$ cat src/rtl/ex_mem_pipe_reg.sv
// EX/MEM pipeline register: valid/ready handshake, 2-entry skid buffer, synchronous flush, forwarding outputs.
// Optional build macro EX_MEM_STALL_CNT_EN adds a saturating MEM back-pressure stall counter (stall_cnt_o).
module ex_mem_pipe_reg #(
  parameter int DATA_W = 32,
  parameter int ADDR_W = 5,
  parameter int WB_W   = 2,
  parameter int MEM_W  = 3
) (
  input  logic              clk_i,
  input  logic              rst_i,
  input  logic              flush_i,
  input  logic              valid_i,
  output logic              ready_o,
  input  logic [WB_W-1:0]   wb_i,
  input  logic [MEM_W-1:0]  mem_i,
  input  logic [DATA_W-1:0] result_i,
  input  logic [DATA_W-1:0] rtdata_i,
  input  logic [ADDR_W-1:0] writeaddr_i,
  output logic              valid_o,
  input  logic              ready_i,
  output logic [WB_W-1:0]   wb_o,
  output logic [MEM_W-1:0]  mem_o,
  output logic [DATA_W-1:0] result_o,
  output logic [DATA_W-1:0] rtdata_o,
  output logic [ADDR_W-1:0] writeaddr_o,
  output logic              fwd_en_o,
  output logic [ADDR_W-1:0] fwd_addr_o,
  output logic [DATA_W-1:0] fwd_data_o
`ifdef EX_MEM_STALL_CNT_EN
  ,
  output logic [31:0]       stall_cnt_o
`endif
);

  typedef struct packed {
    logic [WB_W-1:0]   wb;
    logic [MEM_W-1:0]  mem;
    logic [DATA_W-1:0] result;
    logic [DATA_W-1:0] rtdata;
    logic [ADDR_W-1:0] writeaddr;
  } payload_t;

  // EMPTY: nothing held; ONE: output entry only; FULL: output and skid entries.
  typedef enum logic [1:0] {
    EMPTY = 2'd0,
    ONE   = 2'd1,
    FULL  = 2'd2
  } state_e;

  state_e   state_q, state_d;
  payload_t out_q, out_d;
  payload_t skid_q, skid_d;
  payload_t in_pl;
  logic     accept, drain;

  assign in_pl   = '{wb: wb_i, mem: mem_i, result: result_i,
                     rtdata: rtdata_i, writeaddr: writeaddr_i};
  assign ready_o = (state_q != FULL);
  assign valid_o = (state_q != EMPTY);
  assign accept  = valid_i & ready_o;
  assign drain   = valid_o & ready_i;

  // NOTE: every signal written here gets a default first, so no path leaves it unassigned and no latch is inferred.
  always_comb begin
    state_d = state_q;
    out_d   = out_q;
    skid_d  = skid_q;
    unique case (state_q)
      EMPTY: begin
        if (accept) begin
          out_d   = in_pl;
          state_d = ONE;
        end
      end
      ONE: begin
        if (accept && drain) begin
          out_d = in_pl;
        end else if (accept) begin
          skid_d  = in_pl;
          state_d = FULL;
        end else if (drain) begin
          state_d = EMPTY;
        end
      end
      FULL: begin
        if (drain) begin
          out_d   = skid_q;
          state_d = ONE;
        end
      end
      default: state_d = EMPTY;
    endcase
    // Flush only kills the valid bits; stale payload is masked by valid_o.
    if (flush_i) state_d = EMPTY;
  end

  // NOTE: payload registers are reset too so every data output reads zero out of reset, not just the valid bits.
  always_ff @(posedge clk_i or posedge rst_i) begin
    if (rst_i) begin
      state_q <= EMPTY;
      out_q   <= '0;
      skid_q  <= '0;
    end else begin
      // NOTE: non-blocking assignments so every register samples pre-edge values regardless of statement order.
      state_q <= state_d;
      out_q   <= out_d;
      skid_q  <= skid_d;
    end
  end

  assign wb_o        = out_q.wb;
  assign mem_o       = out_q.mem;
  assign result_o    = out_q.result;
  assign rtdata_o    = out_q.rtdata;
  assign writeaddr_o = out_q.writeaddr;

  // Register 0 is hard-wired zero, so writes to it must never be forwarded.
  assign fwd_en_o   = valid_o & out_q.wb[0] & (out_q.writeaddr != '0);
  assign fwd_addr_o = out_q.writeaddr;
  assign fwd_data_o = out_q.result;

`ifdef EX_MEM_STALL_CNT_EN
  logic [31:0] stall_cnt_q, stall_cnt_d;

  always_comb begin
    stall_cnt_d = stall_cnt_q;
    if (valid_o && !ready_i && (stall_cnt_q != 32'hFFFF_FFFF))
      stall_cnt_d = stall_cnt_q + 32'd1;
  end

  // Cleared by reset only; flush leaves the statistic intact.
  always_ff @(posedge clk_i or posedge rst_i) begin
    if (rst_i) stall_cnt_q <= '0;
    else       stall_cnt_q <= stall_cnt_d;
  end

  assign stall_cnt_o = stall_cnt_q;
`endif

endmodule

$ cat config.mk
export PLATFORM = sky130hd
export DESIGN_NAME = ex_mem_pipe_reg
export DESIGN_NICKNAME = d
export VERILOG_FILES = /design/src/rtl/ex_mem_pipe_reg.sv
export SDC_FILE = /design/constraint.sdc
export NUM_CORES = 1
export LEC_CHECK = 0
export BUFFER_PORTS_ARGS = -buffer_cell sky130_fd_sc_hd__buf_2
export CORE_MARGIN = 4
export CORE_UTILIZATION = 50
export DETAILED_ROUTE_END_ITERATION = 12
export GPL_TIMING_DRIVEN = 1
export PLACE_DENSITY = 0.77
export SLEW_MARGIN = 0
export SYNTH_ARGS = -nofsm -noshare
export SYNTH_HDL_FRONTEND = slang
export SYNTH_SLANG_ARGS = --single-unit
$ cat constraint.sdc
create_clock -name clk_i -period 12.5 [get_ports clk_i]
set_clock_uncertainty 0.2 [all_clocks]
set_input_delay 1.875 -clock clk_i [delete_from_list [all_inputs] [get_ports clk_i]]
set_output_delay 1.875 -clock clk_i [all_outputs]
set_load 0.03 [all_outputs]
==> results of run 1 <==
synth_stat cells:
| library cell | count |
|---|---|
| sky130_fd_sc_hd__buf_4 | 46 |
| sky130_fd_sc_hd__nor2b_1 | 2 |
| sky130_fd_sc_hd__or2_2 | 1 |
| sky130_fd_sc_hd__buf_6 | 3 |
| sky130_fd_sc_hd__mux2_1 | 7 |
| sky130_fd_sc_hd__nor3_1 | 1 |
| sky130_fd_sc_hd__nand2_1 | 1 |
| sky130_fd_sc_hd__inv_1 | 1 |
| sky130_fd_sc_hd__mux2_2 | 215 |
| sky130_fd_sc_hd__mux2i_1 | 1 |
| sky130_fd_sc_hd__nor2_1 | 1 |
| sky130_fd_sc_hd__inv_4 | 1 |
| sky130_fd_sc_hd__or4_1 | 1 |
| sky130_fd_sc_hd__dfrtp_1 | 150 |
| sky130_fd_sc_hd__o21ba_2 | 1 |
| sky130_fd_sc_hd__or3b_2 | 1 |
| sky130_fd_sc_hd__o211a_1 | 1 |
| sky130_fd_sc_hd__o2bb2ai_1 | 1 |
| sky130_fd_sc_hd__a21oi_1 | 2 |
| sky130_fd_sc_hd__and3b_1 | 1 |
| sky130_fd_sc_hd__buf_2 | 12 |
state kept, by name (all words and copies together) (netlist names):
signal / count
mem_o: 3
state_q: 2
rtdata_o: 32
fwd_addr_o: 5
skid_q: 74
wb_o: 2
fwd_data_o: 32
worst register-to-register path: stages, from the launching register on:
cell and delay [ns]:
sky130_fd_sc_hd__dfrtp_1 0.44, sky130_fd_sc_hd__mux2i_1 0.22, sky130_fd_sc_hd__o2bb2ai_4 0.73, sky130_fd_sc_hd__buf_4 0.67, sky130_fd_sc_hd__mux2_2 0.46
path summary, 6_finish.rpt:
| check | end | slack, ns |
|---|---|---|
| worst max-delay path | rtdata_o[3] | 8.53 |
| min in group asynchronous | skid_q[8] | 1.35 |
| worst max register to register | rtdata_o[3] | 9.66 |
| worst min-delay path | skid_q[55] | 0.30 |
| max in group asynchronous | fwd_data_o[25] | 9.27 |
| worst min register to register | skid_q[55] | 0.30 |
metal layers:
layer / global-route usage [%] / wire length, µm
met1: 22.2 / 5660
met2: 29.8 / 6620
met3: 7.12 / 1060
met4: 5.80 / 195
met5: 0 / 21
report_power, final:
part	internal [mW]	switching, mW
clock network	0.318	0.191
logic	0.150	0.205
registers	0.591	0.0589
cells by family (layout without fill, tap and decap cells):
logic type | count (synthesis) | in the layout
buffers and inverters | 63 | 230
AO/OA/AOI/OAI | 5 | 5
flip-flops | 150 | 150
AND/OR/NAND/NOR | 9 | 9
multiplexers | 223 | 223
through the flow:
step | utilization [%] | cell area, µm² | hold WS [ns]
after global placement | 57.3 | 7610 | 0.281
after floorplan | - | 6810 | 0.273
final | 61.8 | 8210 | 0.300
after detailed placement | 57.3 | 7610 | 0.291
after global routing | 61.8 | 8210 | 0.313
after CTS | 61.8 | 8210 | 0.303
layout make-up:
class	count	area (µm²)
fill	1050	5080
sequential	150	3750
multi-input combinational	237	2640
timing repair buffer	196	991
clock buffer	19	443
tap	176	220
clock inverter	13	155
inverter	2	15.0
==> metrics.txt, run 1 <==
# TYPE chip_impl_metric gauge
chip_impl_metric{name="crit_buf_inv",unit=""} 2
chip_impl_metric{name="layout_setup_ws",unit="ns"} 8.53
chip_impl_metric{name="critPathMaxFanout",unit=""} 46
chip_impl_metric{name="drt-pass1-iter-count",unit=""} 4
chip_impl_metric{name="route.vias.total",unit=""} 4123
chip_impl_metric{name="finalNonFillerCells",unit=""} 793
chip_impl_info{name="tritoncts_clock_tree",value="built"} 1
chip_impl_metric{name="number_of_antenna_violations_at_the_first_check_in_global_routing",unit=""} 2
chip_impl_metric{name="remaining_design_rule_violation_count",unit=""} 0
chip_impl_info{name="grt_setup_unrepaired",value="false"} 1
chip_impl_metric{name="numCtsBuffers",unit=""} 17
chip_impl_metric{name="postSynthRegisterBits",unit=""} 150
chip_impl_metric{name="ioPinCount",unit=""} 193
chip_impl_metric{name="placement.setup.worst_slack",unit="ns"} 8.07
chip_impl_metric{name="irDropWorstVdd",unit="mV"} 0.125
chip_impl_metric{name="headroom_to_the_max_slew_limit",unit="%"} 31.8
chip_impl_metric{name="final_worst_path_cycle_share",unit="%"} 31.7
chip_impl_info{name="cp_cell_sequence",value="buf_2 -> mux2i_1 -> o2bb2ai_4 -> buf_4 -> mux2_2"} 1
chip_impl_metric{name="postCtsSetupRepairBufs",unit=""} 0
chip_impl_metric{name="synth_fa_ha_area_share",unit="%"} 0
chip_impl_metric{name="worst-slew-pin-transition",unit="ns"} 1.02
chip_impl_metric{name="path_depth",unit=""} 5
chip_impl_metric{name="initial_core_util",unit="%"} 51.2
chip_impl_metric{name="setup-violations-final",unit=""} 0
chip_impl_info{name="commonest_cells_after_routing_fill_and_taps_aside",value="215 x sky130_fd_sc_hd__mux2_2, 192 x sky130_fd_sc_hd__buf_2, 150 x sky130_fd_sc_hd__dfrtp_1, 17 x sky130_fd_sc_hd__clkbuf_16, 7 x sky130_fd_sc_hd__mux2_1"} 1
chip_impl_metric{name="netlist_area",unit="µm²"} 6810
chip_impl_metric{name="clk_latency",unit="ns"} 0.41
chip_impl_metric{name="slew_violations",unit=""} 0
chip_impl_metric{name="gate_count_of_the_mapped_netlist",unit=""} 450
chip_impl_metric{name="dp_hpwl",unit="mm"} 9.18
chip_impl_metric{name="simple_gate_fraction_of_synth_area",unit="%"} 0.827
chip_impl_metric{name="wl_per_cell",unit="µm"} 17.1
chip_impl_info{name="cts_root_buffer",value="sky130_fd_sc_hd__clkbuf_16"} 1
chip_impl_metric{name="n_antenna_cell",unit=""} 0
chip_impl_metric{name="tritoncts_num_sinks",unit=""} 150
chip_impl_metric{name="synth_compound_area_share",unit="%"} 0.570
chip_impl_info{name="cp-startpoint",value="ready_i"} 1
chip_impl_metric{name="final_period_minus_worst_setup_slack",unit="ns"} 3.97
chip_impl_metric{name="whs_path_depth",unit=""} 1
chip_impl_metric{name="drv.max_cap_violation_count",unit=""} 0
chip_impl_metric{name="groute.usage.overall",unit="%"} 18.2
chip_impl_metric{name="ys_seq_area_share",unit="%"} 55.1
chip_impl_info{name="largest_family_of_logic_cells_by_synthesized_area",value="multiplexers"} 1
chip_impl_metric{name="area_share_of_the_largest_cell_type_after_synthesis",unit="%"} 55.1
chip_impl_metric{name="worst-endpoint-required",unit="ns"} 12.59
chip_impl_info{name="synth_top_area_cell",value="sky130_fd_sc_hd__dfrtp_1"} 1
chip_impl_metric{name="grt_first_pass_wirelength",unit="mm"} 22.9
chip_impl_metric{name="dieArea",unit="µm²"} 15500
chip_impl_metric{name="crit_arrival",unit="ns"} 4.06
chip_impl_metric{name="yosys-mux-area-fraction",unit="%"} 36.9
chip_impl_info{name="mostFrequentLayoutCell",value="sky130_fd_sc_hd__mux2_2"} 1
chip_impl_metric{name="fp-row-count",unit=""} 42
chip_impl_metric{name="areaGrowthSynthToFinish",unit="%"} 20.6
chip_impl_info{name="hold_path_startpoint",value="skid_q[55]"} 1
chip_impl_metric{name="power_per_cell_area",unit="nW/µm²"} 184
chip_impl_metric{name="power",unit="mW"} 1.51
chip_impl_metric{name="yosysWarnings",unit=""} 0
chip_impl_metric{name="p_leak",unit="nW"} 3.77
chip_impl_info{name="critical_path_class",value="in -> reg"} 1
chip_impl_metric{name="totalNegativeSetupSlack",unit="ns"} 0
chip_impl_metric{name="largest_net_degree_at_the_start_of_global_routing",unit=""} 83
chip_impl_metric{name="numPortBuffers",unit=""} 192
chip_impl_info{name="netlist_top_cells_area",value="sky130_fd_sc_hd__dfrtp_1 55%, sky130_fd_sc_hd__mux2_2 36%, sky130_fd_sc_hd__buf_4 5.1%"} 1
chip_impl_info{name="cp_slowest_cell",value="sky130_fd_sc_hd__o2bb2ai_4"} 1
chip_impl_metric{name="synthesis.nets",unit=""} 529
chip_impl_metric{name="drt_first_iter_violations",unit=""} 154
chip_impl_metric{name="cts_resized",unit=""} 0
chip_impl_metric{name="floorplan.die.width",unit="µm"} 125
chip_impl_metric{name="antenna_left",unit=""} 0
chip_impl_metric{name="ctsHtreeMaxLevel",unit=""} 4
chip_impl_metric{name="cts.hold.buffers_added",unit=""} 0
chip_impl_info{name="path_delay_family",value="buffers and inverters"} 1
chip_impl_metric{name="syn-mean-instance-area",unit="µm²"} 15.1
chip_impl_info{name="outcome",value="finished, final reports clean"} 1
chip_impl_metric{name="reg2reg_depth",unit=""} 4
chip_impl_metric{name="grt.overflow.total",unit=""} 0
chip_impl_info{name="worst_hold_path_type",value="reg -> reg"} 1
chip_impl_metric{name="final-hold-violation-count",unit=""} 0
chip_impl_metric{name="avgViaCountPerCell",unit=""} 5.20
chip_impl_info{name="critical_path.reg2reg.startpoint",value="state_q[1]"} 1
chip_impl_metric{name="fp.dieH",unit="µm"} 125
chip_impl_metric{name="globalplace.congestion",unit=""} 0.742
chip_impl_metric{name="number_of_library_cell_types_mapped_by_synthesis",unit=""} 21
chip_impl_info{name="worst_setup_path_start_kind",value="input pin"} 1
chip_impl_metric{name="route.final.wire_length",unit="mm"} 13.6
chip_impl_metric{name="clock_path_buffers",unit=""} 2
chip_impl_metric{name="max_freq",unit="MHz"} 252
chip_impl_metric{name="floorplan.core_area",unit="µm²"} 13300
chip_impl_metric{name="nets",unit=""} 683
chip_impl_metric{name="synthXorXnorAreaFrac",unit="%"} 0
chip_impl_info{name="cp-end-kind",value="flop"} 1
chip_impl_metric{name="numPlacedInstances",unit=""} 761
chip_impl_metric{name="timing.critical_path.slowest_cell_delay",unit="ns"} 0.73
chip_impl_metric{name="grt_pass1_vias",unit=""} 4574
chip_impl_metric{name="share_of_post_route_cells_with_drive_strength_above_1",unit="%"} 72.9
chip_impl_metric{name="cts.reportedPaths.clkPinSlew",unit="ns"} 0.06
Note: power is estimated with default switching activity, not from simulation.
==> run 2, diff against run 1 <==
- clock period: 12.5 -> 3.69 ns (I/O delays scaled with it)
==> run 2 against run 1 <==
Net effect: core utilization shrank 0.32 points; die area is the same; flip-flop and latch count is the same; combinational power grew to 3.4 times the previous value; final area shrank 0.52%; cell count grew 0.13%; sequential share of layout area grew 0.24 points; non-clock buffer count grew 2; first-iteration DRC count shrank 29%; via count shrank 1.4%; worst setup slack lost 7.4 ns; global-route usage shrank 0.23 points; critical path type is now reg -> out.
==> metrics.txt, run 2 (synthesis results as in run 1) <==
# TYPE chip_impl_metric gauge
chip_impl_info{name="mostFrequentLayoutCell",value="sky130_fd_sc_hd__mux2_2"} 1
chip_impl_metric{name="n_antenna_cell",unit=""} 0
chip_impl_metric{name="floorplan.core_area",unit="µm²"} 13300
chip_impl_metric{name="wl_per_cell",unit="µm"} 16.9
chip_impl_metric{name="cts.hold.buffers_added",unit=""} 0
chip_impl_metric{name="dieArea",unit="µm²"} 15500
chip_impl_metric{name="critPathMaxFanout",unit=""} 34
chip_impl_metric{name="antenna_left",unit=""} 0
chip_impl_metric{name="tritoncts_num_sinks",unit=""} 150
chip_impl_metric{name="final_instance_area",unit="µm²"} 8170
chip_impl_info{name="cts_root_buffer",value="sky130_fd_sc_hd__clkbuf_16"} 1
chip_impl_metric{name="final_worst_path_cycle_share",unit="%"} 69.7
chip_impl_metric{name="max_freq",unit="MHz"} 389
chip_impl_metric{name="share_of_post_route_cells_with_drive_strength_above_1",unit="%"} 72.0
chip_impl_metric{name="grt_pass1_vias",unit=""} 4405
chip_impl_metric{name="reg2reg_depth",unit=""} 4
chip_impl_metric{name="route.vias.total",unit=""} 4067
chip_impl_metric{name="final-hold-violation-count",unit=""} 0
chip_impl_metric{name="cts_resized",unit=""} 0
chip_impl_metric{name="worst-endpoint-required",unit="ns"} 2.94
chip_impl_metric{name="numPortBuffers",unit=""} 192
chip_impl_metric{name="cts.reportedPaths.clkPinSlew",unit="ns"} 0.05
chip_impl_metric{name="groute.usage.overall",unit="%"} 18.0
chip_impl_info{name="largest_register",value="skid_q"} 1
chip_impl_info{name="commonest_cells_after_routing_fill_and_taps_aside",value="215 x sky130_fd_sc_hd__mux2_2, 192 x sky130_fd_sc_hd__buf_2, 150 x sky130_fd_sc_hd__dfrtp_1, 17 x sky130_fd_sc_hd__clkbuf_16"} 1
chip_impl_info{name="outcome",value="finished, final reports clean"} 1
chip_impl_metric{name="grt.overflow.total",unit=""} 0
chip_impl_info{name="grt_setup_unrepaired",value="false"} 1
chip_impl_metric{name="drt-pass1-iter-count",unit=""} 4
chip_impl_metric{name="largest_net_degree_at_the_start_of_global_routing",unit=""} 85
chip_impl_metric{name="remaining_design_rule_violation_count",unit=""} 0
chip_impl_metric{name="clk_latency",unit="ns"} 0.41
chip_impl_metric{name="drv.max_cap_violation_count",unit=""} 0
chip_impl_info{name="worst_setup_path_start_kind",value="flop"} 1
chip_impl_info{name="critical_path_class",value="reg -> out"} 1
chip_impl_info{name="cp-end-kind",value="primary output"} 1
chip_impl_metric{name="hold_slack",unit="ns"} 0.0677
chip_impl_metric{name="placed_cell_area",unit="µm²"} 7670
chip_impl_metric{name="grt_first_pass_wirelength",unit="mm"} 22.4
chip_impl_metric{name="route.final.wire_length",unit="mm"} 13.4
chip_impl_metric{name="numCtsBuffers",unit=""} 17
chip_impl_metric{name="number_of_antenna_violations_at_the_first_check_in_global_routing",unit=""} 0
chip_impl_metric{name="avgViaCountPerCell",unit=""} 5.12
chip_impl_metric{name="totalNegativeSetupSlack",unit="ns"} 0
chip_impl_metric{name="worst-slew-pin-transition",unit="ns"} 0.758
chip_impl_metric{name="initial_core_util",unit="%"} 51.2
chip_impl_metric{name="crit_arrival",unit="ns"} 1.82
chip_impl_metric{name="p_leak",unit="nW"} 3.75
chip_impl_metric{name="final_period_minus_worst_setup_slack",unit="ns"} 2.57
chip_impl_info{name="worst_hold_path_type",value="in -> async"} 1
chip_impl_info{name="cp_slowest_cell",value="sky130_fd_sc_hd__dfrtp_1"} 1
chip_impl_metric{name="setup-violations-final",unit=""} 0
chip_impl_metric{name="nets",unit=""} 685
chip_impl_metric{name="fp.dieH",unit="µm"} 125
chip_impl_metric{name="irDropWorstVdd",unit="mV"} 0.371
chip_impl_metric{name="power_per_cell_area",unit="nW/µm²"} 598
chip_impl_metric{name="fp-row-count",unit=""} 42
chip_impl_metric{name="largest_register_ff_count",unit=""} 74
chip_impl_metric{name="ioPinCount",unit=""} 193
chip_impl_metric{name="power",unit="mW"} 4.89
chip_impl_metric{name="postCtsSetupRepairBufs",unit=""} 0
chip_impl_metric{name="floorplan.die.width",unit="µm"} 125
chip_impl_metric{name="final_core_utilization",unit="%"} 61.5
chip_impl_metric{name="path_depth",unit=""} 3
chip_impl_metric{name="crit_buf_inv",unit=""} 2
chip_impl_metric{name="ctsHtreeMaxLevel",unit=""} 4
chip_impl_metric{name="timing.critical_path.slowest_cell_delay",unit="ns"} 0.48
chip_impl_info{name="path_delay_family",value="buffers and inverters"} 1
chip_impl_info{name="cp_cell_sequence",value="nor2b_4 -> inv_4 -> buf_2"} 1
chip_impl_metric{name="areaGrowthSynthToFinish",unit="%"} 20.0
chip_impl_metric{name="drt_first_iter_violations",unit=""} 109
chip_impl_info{name="tritoncts_clock_tree",value="built"} 1
chip_impl_metric{name="clock_path_buffers",unit=""} 2
chip_impl_metric{name="globalplace.congestion",unit=""} 0.739
chip_impl_metric{name="slew_violations",unit=""} 0
chip_impl_metric{name="headroom_to_the_max_slew_limit",unit="%"} 49.4
chip_impl_metric{name="dp_hpwl",unit="mm"} 9.34
[run 2: changes by cell type in the layout (fill, tap and decap cells not counted)]
| cell | previous run | this run |
|---|---|---|
| sky130_fd_sc_hd__clkinvlp_4 | 3 | 1 |
| sky130_fd_sc_hd__bufinv_16 | 3 | 0 |
| sky130_fd_sc_hd__clkbuf_1 | 1 | 7 |
| sky130_fd_sc_hd__buf_12 | 0 | 3 |
| sky130_fd_sc_hd__clkinv_4 | 1 | 0 |
| sky130_fd_sc_hd__inv_6 | 2 | 0 |
| sky130_fd_sc_hd__buf_4 | 4 | 3 |
| sky130_fd_sc_hd__clkbuf_8 | 1 | 2 |
[run 2: metal layers]
metal  wire, µm  track usage, %  vias to the layer above
met1       5650            22.8                     2034
li1           -               -                     1883
met4        153            5.61                        0
met3       1060            6.48                       13
met2       6560            29.0                      137
met5          0               0                        -
[run 2: worst paths after layout]
path,start,end,slack (ns)
worst min register to register,rtdata_o[18],rtdata_o[18],0.30
worst max register to register,state_q[1],skid_q[1],1.26
worst min-delay path,rst_i,fwd_data_o[18],0.07
max in group asynchronous,rst_i,fwd_data_o[0],2.81
min in group clk_i,flush_i,state_q[1],0.11
worst max-delay path,state_q[0],ready_o,1.12
[run 2: worst min-delay path, cell delays in order]
cell	delay, ns
sky130_fd_sc_hd__buf_2	0.11
sky130_fd_sc_hd__clkinvlp_4	0.10
sky130_fd_sc_hd__buf_12	0.34
[run 2: cell type report]
cell class / instances / area, µm²
Inverter: 2 / 13.8
Clock buffer: 26 / 479
Sequential cell: 150 / 3750
Clock inverter: 5 / 25.0
Tap cell: 176 / 220
Multi-Input combinational cell: 237 / 2640
Timing Repair Buffer: 198 / 1040
Fill cell: 1052 / 5120
[run 2: through the flow]
step	worst slack (ns)	cells
6_report	1.12	794
5_1_grt	0.973	794
4_1_cts	1.04	794
3_5_place_dp	0.999	763
3_3_place_gp	1.07	763
2_1_floorplan	1.05	450
[run 2: power by group]
group / switching (mW) / internal, mW
logic: 0.695 / 0.512
registers: 0.193 / 2.00
clock network: 0.601 / 0.885
==> run 3, diff against run 2 <==
- ABC_AREA: not set -> 1
- clock period: 3.69 -> 2.62 ns (I/O delays scaled with it)
==> run 3 against run 2 <==
Net effect: the flow now finishes with violations (hold timing); critical path depth up 2; register-to-register slack got worse by 0.48 ns; final area shrank 0.81%; sequential share of layout area grew 0.38 points; combinational power grew to 2.5 times the previous value; synthesized area is 0.72% lower; worst setup slack worse by 0.63 ns; sequential power increased by 66%; core utilization decreased by 0.26 points; worst hold slack lost 0.11 ns; total power up 84%; clock-buffer cell count unchanged.
==> metrics.txt, run 3 <==
# TYPE chip_impl_metric gauge
chip_impl_metric{name="cts.reportedPaths.clkPinSlew",unit="ns"} 0.05
chip_impl_metric{name="globalplace.congestion",unit=""} 0.766
chip_impl_metric{name="power_per_cell_area",unit="nW/µm²"} 1110
chip_impl_metric{name="rrSetupSlack",unit="ns"} 0.78
chip_impl_info{name="outcome",value="finished with violations"} 1
chip_impl_metric{name="slew_violations",unit=""} 0
chip_impl_metric{name="route.final.wire_length",unit="mm"} 14.4
chip_impl_info{name="largest_register",value="skid_q"} 1
chip_impl_info{name="synth_top_area_cell",value="sky130_fd_sc_hd__dfrtp_1"} 1
chip_impl_info{name="violated_checks",value="hold timing"} 1
chip_impl_info{name="grt_setup_unrepaired",value="false"} 1
chip_impl_metric{name="dp_hpwl",unit="mm"} 9.46
chip_impl_metric{name="groute.usage.overall",unit="%"} 19.1
chip_impl_metric{name="cts.hold.buffers_added",unit=""} 0
chip_impl_info{name="commonest_cells_after_routing_fill_and_taps_aside",value="265 x sky130_fd_sc_hd__nand2_1, 192 x sky130_fd_sc_hd__buf_2, 150 x sky130_fd_sc_hd__dfrtp_1, 147 x sky130_fd_sc_hd__o21ai_0, 82 x sky130_fd_sc_hd__inv_1"} 1
chip_impl_metric{name="p_leak",unit="nW"} 4.59
chip_impl_metric{name="totalNegativeSetupSlack",unit="ns"} 0
chip_impl_info{name="critical_path.reg2reg.startpoint",value="state_q[0]"} 1
chip_impl_metric{name="initial_core_util",unit="%"} 51.0
chip_impl_info{name="netlist_top_cells_area",value="sky130_fd_sc_hd__dfrtp_1 56%, sky130_fd_sc_hd__nand2_1 15%, sky130_fd_sc_hd__o21ai_0 11%"} 1
chip_impl_metric{name="drt-pass1-iter-count",unit=""} 5
chip_impl_metric{name="numCtsBuffers",unit=""} 17
chip_impl_info{name="synthTopCellsByCount",value="265 x sky130_fd_sc_hd__nand2_1, 150 x sky130_fd_sc_hd__dfrtp_1, 147 x sky130_fd_sc_hd__o21ai_0"} 1
chip_impl_metric{name="crit_arrival",unit="ns"} 1.54
chip_impl_info{name="tritoncts_clock_tree",value="built"} 1
chip_impl_metric{name="reg2reg_depth",unit=""} 6
chip_impl_metric{name="grt_pass1_vias",unit=""} 4920
chip_impl_metric{name="layout_setup_ws",unit="ns"} 0.486
chip_impl_metric{name="largest_net_degree_at_the_start_of_global_routing",unit=""} 151
chip_impl_metric{name="avgViaCountPerCell",unit=""} 4.69
chip_impl_metric{name="ys_async_sr_fraction",unit="%"} 100
chip_impl_metric{name="netlist_area",unit="µm²"} 6760
chip_impl_metric{name="synth-edff-count",unit=""} 0
chip_impl_metric{name="number_of_antenna_violations_at_the_first_check_in_global_routing",unit=""} 2
chip_impl_metric{name="setup-violations-final",unit=""} 0
chip_impl_info{name="synth-main-ff-cell",value="sky130_fd_sc_hd__dfrtp_1"} 1
chip_impl_metric{name="postCtsSetupRepairBufs",unit=""} 0
chip_impl_metric{name="final_period_minus_worst_setup_slack",unit="ns"} 2.13
chip_impl_metric{name="critPathMaxFanout",unit=""} 7
chip_impl_metric{name="irDropWorstVdd",unit="mV"} 0.513
chip_impl_metric{name="final_worst_path_cycle_share",unit="%"} 81.5
chip_impl_metric{name="syn-mean-instance-area",unit="µm²"} 8.19
chip_impl_info{name="r2r_end",value="rtdata_o[12]"} 1
chip_impl_metric{name="fp-row-count",unit=""} 42
chip_impl_metric{name="floorplan.core_area",unit="µm²"} 13200
chip_impl_metric{name="drt_first_iter_violations",unit=""} 344
chip_impl_metric{name="placement.setup.worst_slack",unit="ns"} 0.797
chip_impl_info{name="cp-end-kind",value="primary output"} 1
chip_impl_info{name="critical_path_class",value="reg -> out"} 1
chip_impl_metric{name="ctsHtreeMaxLevel",unit=""} 4
chip_impl_metric{name="cts_resized",unit=""} 0
chip_impl_metric{name="grt_first_pass_wirelength",unit="mm"} 24.2
chip_impl_metric{name="max_freq",unit="MHz"} 469
chip_impl_metric{name="share_of_post_route_cells_with_drive_strength_above_1",unit="%"} 23.7
chip_impl_metric{name="ys_seq_area_share",unit="%"} 55.5
chip_impl_metric{name="grt.overflow.total",unit=""} 0
chip_impl_metric{name="fp.dieH",unit="µm"} 124
chip_impl_metric{name="area_share_of_the_largest_cell_type_after_synthesis",unit="%"} 55.5
chip_impl_info{name="worst_hold_path_type",value="in -> async"} 1
chip_impl_metric{name="dieArea",unit="µm²"} 15400
chip_impl_metric{name="yosysWarnings",unit=""} 0
chip_impl_metric{name="clk_latency",unit="ns"} 0.41
chip_impl_metric{name="postSynthRegisterBits",unit=""} 150
chip_impl_metric{name="floorplan.die.width",unit="µm"} 124
chip_impl_metric{name="clock_path_buffers",unit=""} 2
chip_impl_metric{name="synthesis.nets",unit=""} 904
chip_impl_metric{name="nets",unit=""} 1038
chip_impl_metric{name="tritoncts_num_sinks",unit=""} 150
chip_impl_metric{name="hold_slack",unit="ns"} -0.0417
chip_impl_metric{name="remaining_design_rule_violation_count",unit=""} 0
chip_impl_metric{name="final-hold-violation-count",unit=""} 18
chip_impl_metric{name="antenna_left",unit=""} 0
chip_impl_info{name="yosys.cell_count.top_type",value="sky130_fd_sc_hd__nand2_1"} 1
chip_impl_metric{name="largest_register_ff_count",unit=""} 74
chip_impl_metric{name="areaGrowthSynthToFinish",unit="%"} 19.9
chip_impl_metric{name="number_of_library_cell_types_mapped_by_synthesis",unit=""} 15
chip_impl_info{name="cts_root_buffer",value="sky130_fd_sc_hd__clkbuf_16"} 1
chip_impl_metric{name="ioPinCount",unit=""} 193
chip_impl_metric{name="drv.max_cap_violation_count",unit=""} 0
chip_impl_metric{name="worst-endpoint-required",unit="ns"} 2.03
chip_impl_metric{name="numPortBuffers",unit=""} 192
chip_impl_info{name="worst_setup_path_start_kind",value="flop"} 1
chip_impl_metric{name="headroom_to_the_max_slew_limit",unit="%"} 45.2
chip_impl_metric{name="wl_per_cell",unit="µm"} 12.6
chip_impl_metric{name="worst-slew-pin-transition",unit="ns"} 0.822
chip_impl_metric{name="route.vias.total",unit=""} 5384
chip_impl_metric{name="gate_count_of_the_mapped_netlist",unit=""} 825
chip_impl_info{name="mostFrequentLayoutCell",value="sky130_fd_sc_hd__nand2_1"} 1
[run 3: changes by cell type after synthesis, moves of 7 or more]
| cell | delta |
|---|---|
| sky130_fd_sc_hd__clkbuf_1 | +11 |
| sky130_fd_sc_hd__buf_2 | +20 |
| sky130_fd_sc_hd__o21ai_0 | +147 |
| sky130_fd_sc_hd__nand2_1 | +264 |
| sky130_fd_sc_hd__nor2_1 | +43 |
| sky130_fd_sc_hd__mux2_2 | -215 |
| sky130_fd_sc_hd__mux2_1 | -7 |
| sky130_fd_sc_hd__inv_1 | +82 |
| sky130_fd_sc_hd__buf_4 | -8 |
| sky130_fd_sc_hd__a21oi_1 | +37 |
[run 3: routing by layer]
metal  track usage [%]  up-vias  share of wire, %
met4              7.80        0               2.2
met1              26.3     2416                46
li1                  -     2815                 -
met2              29.3      127                47
met3              4.50       26               5.1
met5                 0        -                 0
[run 3: layout make-up]
cell class | count | area (µm²)
well taps | 176 | 220
repair buffers | 200 | 1080
flip-flops and latches | 150 | 3750
fillers | 1248 | 5140
clock inverters | 3 | 42.5
inverters | 84 | 319
multi-input cells | 506 | 2170
diodes | 2 | 5.00
clock buffers | 26 | 509
[run 3: cell families (layout without fill, tap and decap cells)]
group	after synthesis	in the layout	synth area share [%]
other	0	2	0
buffers and inverters	169	313	12.5
flip-flops	150	150	55.5
AO/OA/AOI/OAI	188	188	14.0
AND/OR/NAND/NOR	318	318	17.9
[run 3: how the worst max path moves through the flow]
stage          startpoint       endpoint  slack, ns  depth (start not counted)
6_report       state_q[0]       fwd_en_o       0.49                          5
5_1_grt        state_q[0]       fwd_en_o       0.28                          5
4_1_cts        state_q[0]       fwd_en_o       0.45                          5
3_5_place_dp   state_q[0]   rtdata_o[12]       0.80                          6
3_3_place_gp   state_q[0]   rtdata_o[15]       0.86                          6
2_1_floorplan       rst_i  fwd_addr_o[0]       0.14                          1
[run 3: power breakdown]
part | internal [mW] | total (mW) | switching (mW)
clock | 1.42 | 2.26 | 0.843
combinational | 0.896 | 3.08 | 2.19
sequential | 3.21 | 3.66 | 0.441
total | 5.53 | 9.00 | 3.47
[run 3: critical path, cell delays in order, from the launching register on]
cell,delay (ns)
sky130_fd_sc_hd__dfrtp_1,0.45
sky130_fd_sc_hd__nor2_1,0.28
sky130_fd_sc_hd__inv_1,0.09
sky130_fd_sc_hd__nand3_1,0.09
sky130_fd_sc_hd__inv_1,0.04
sky130_fd_sc_hd__buf_2,0.18
[run 3: stage by stage]
stage / instance area (µm²) / instances / utilization (%) / hold slack, ns / total power, mW
detailed placement: 7550 / 1116 / 57.0 / 0.263 / 6.80
global route: 8100 / 1147 / 61.2 / 0.0470 / 9.59
CTS: 8100 / 1145 / 61.2 / 0.0241 / 9.10
global placement: 7550 / 1116 / 57.0 / 0.257 / 6.71
finish: 8100 / 1147 / 61.2 / -0.0417 / 9.00
floorplan: 6760 / 825 / - / 0.248 / 6.10
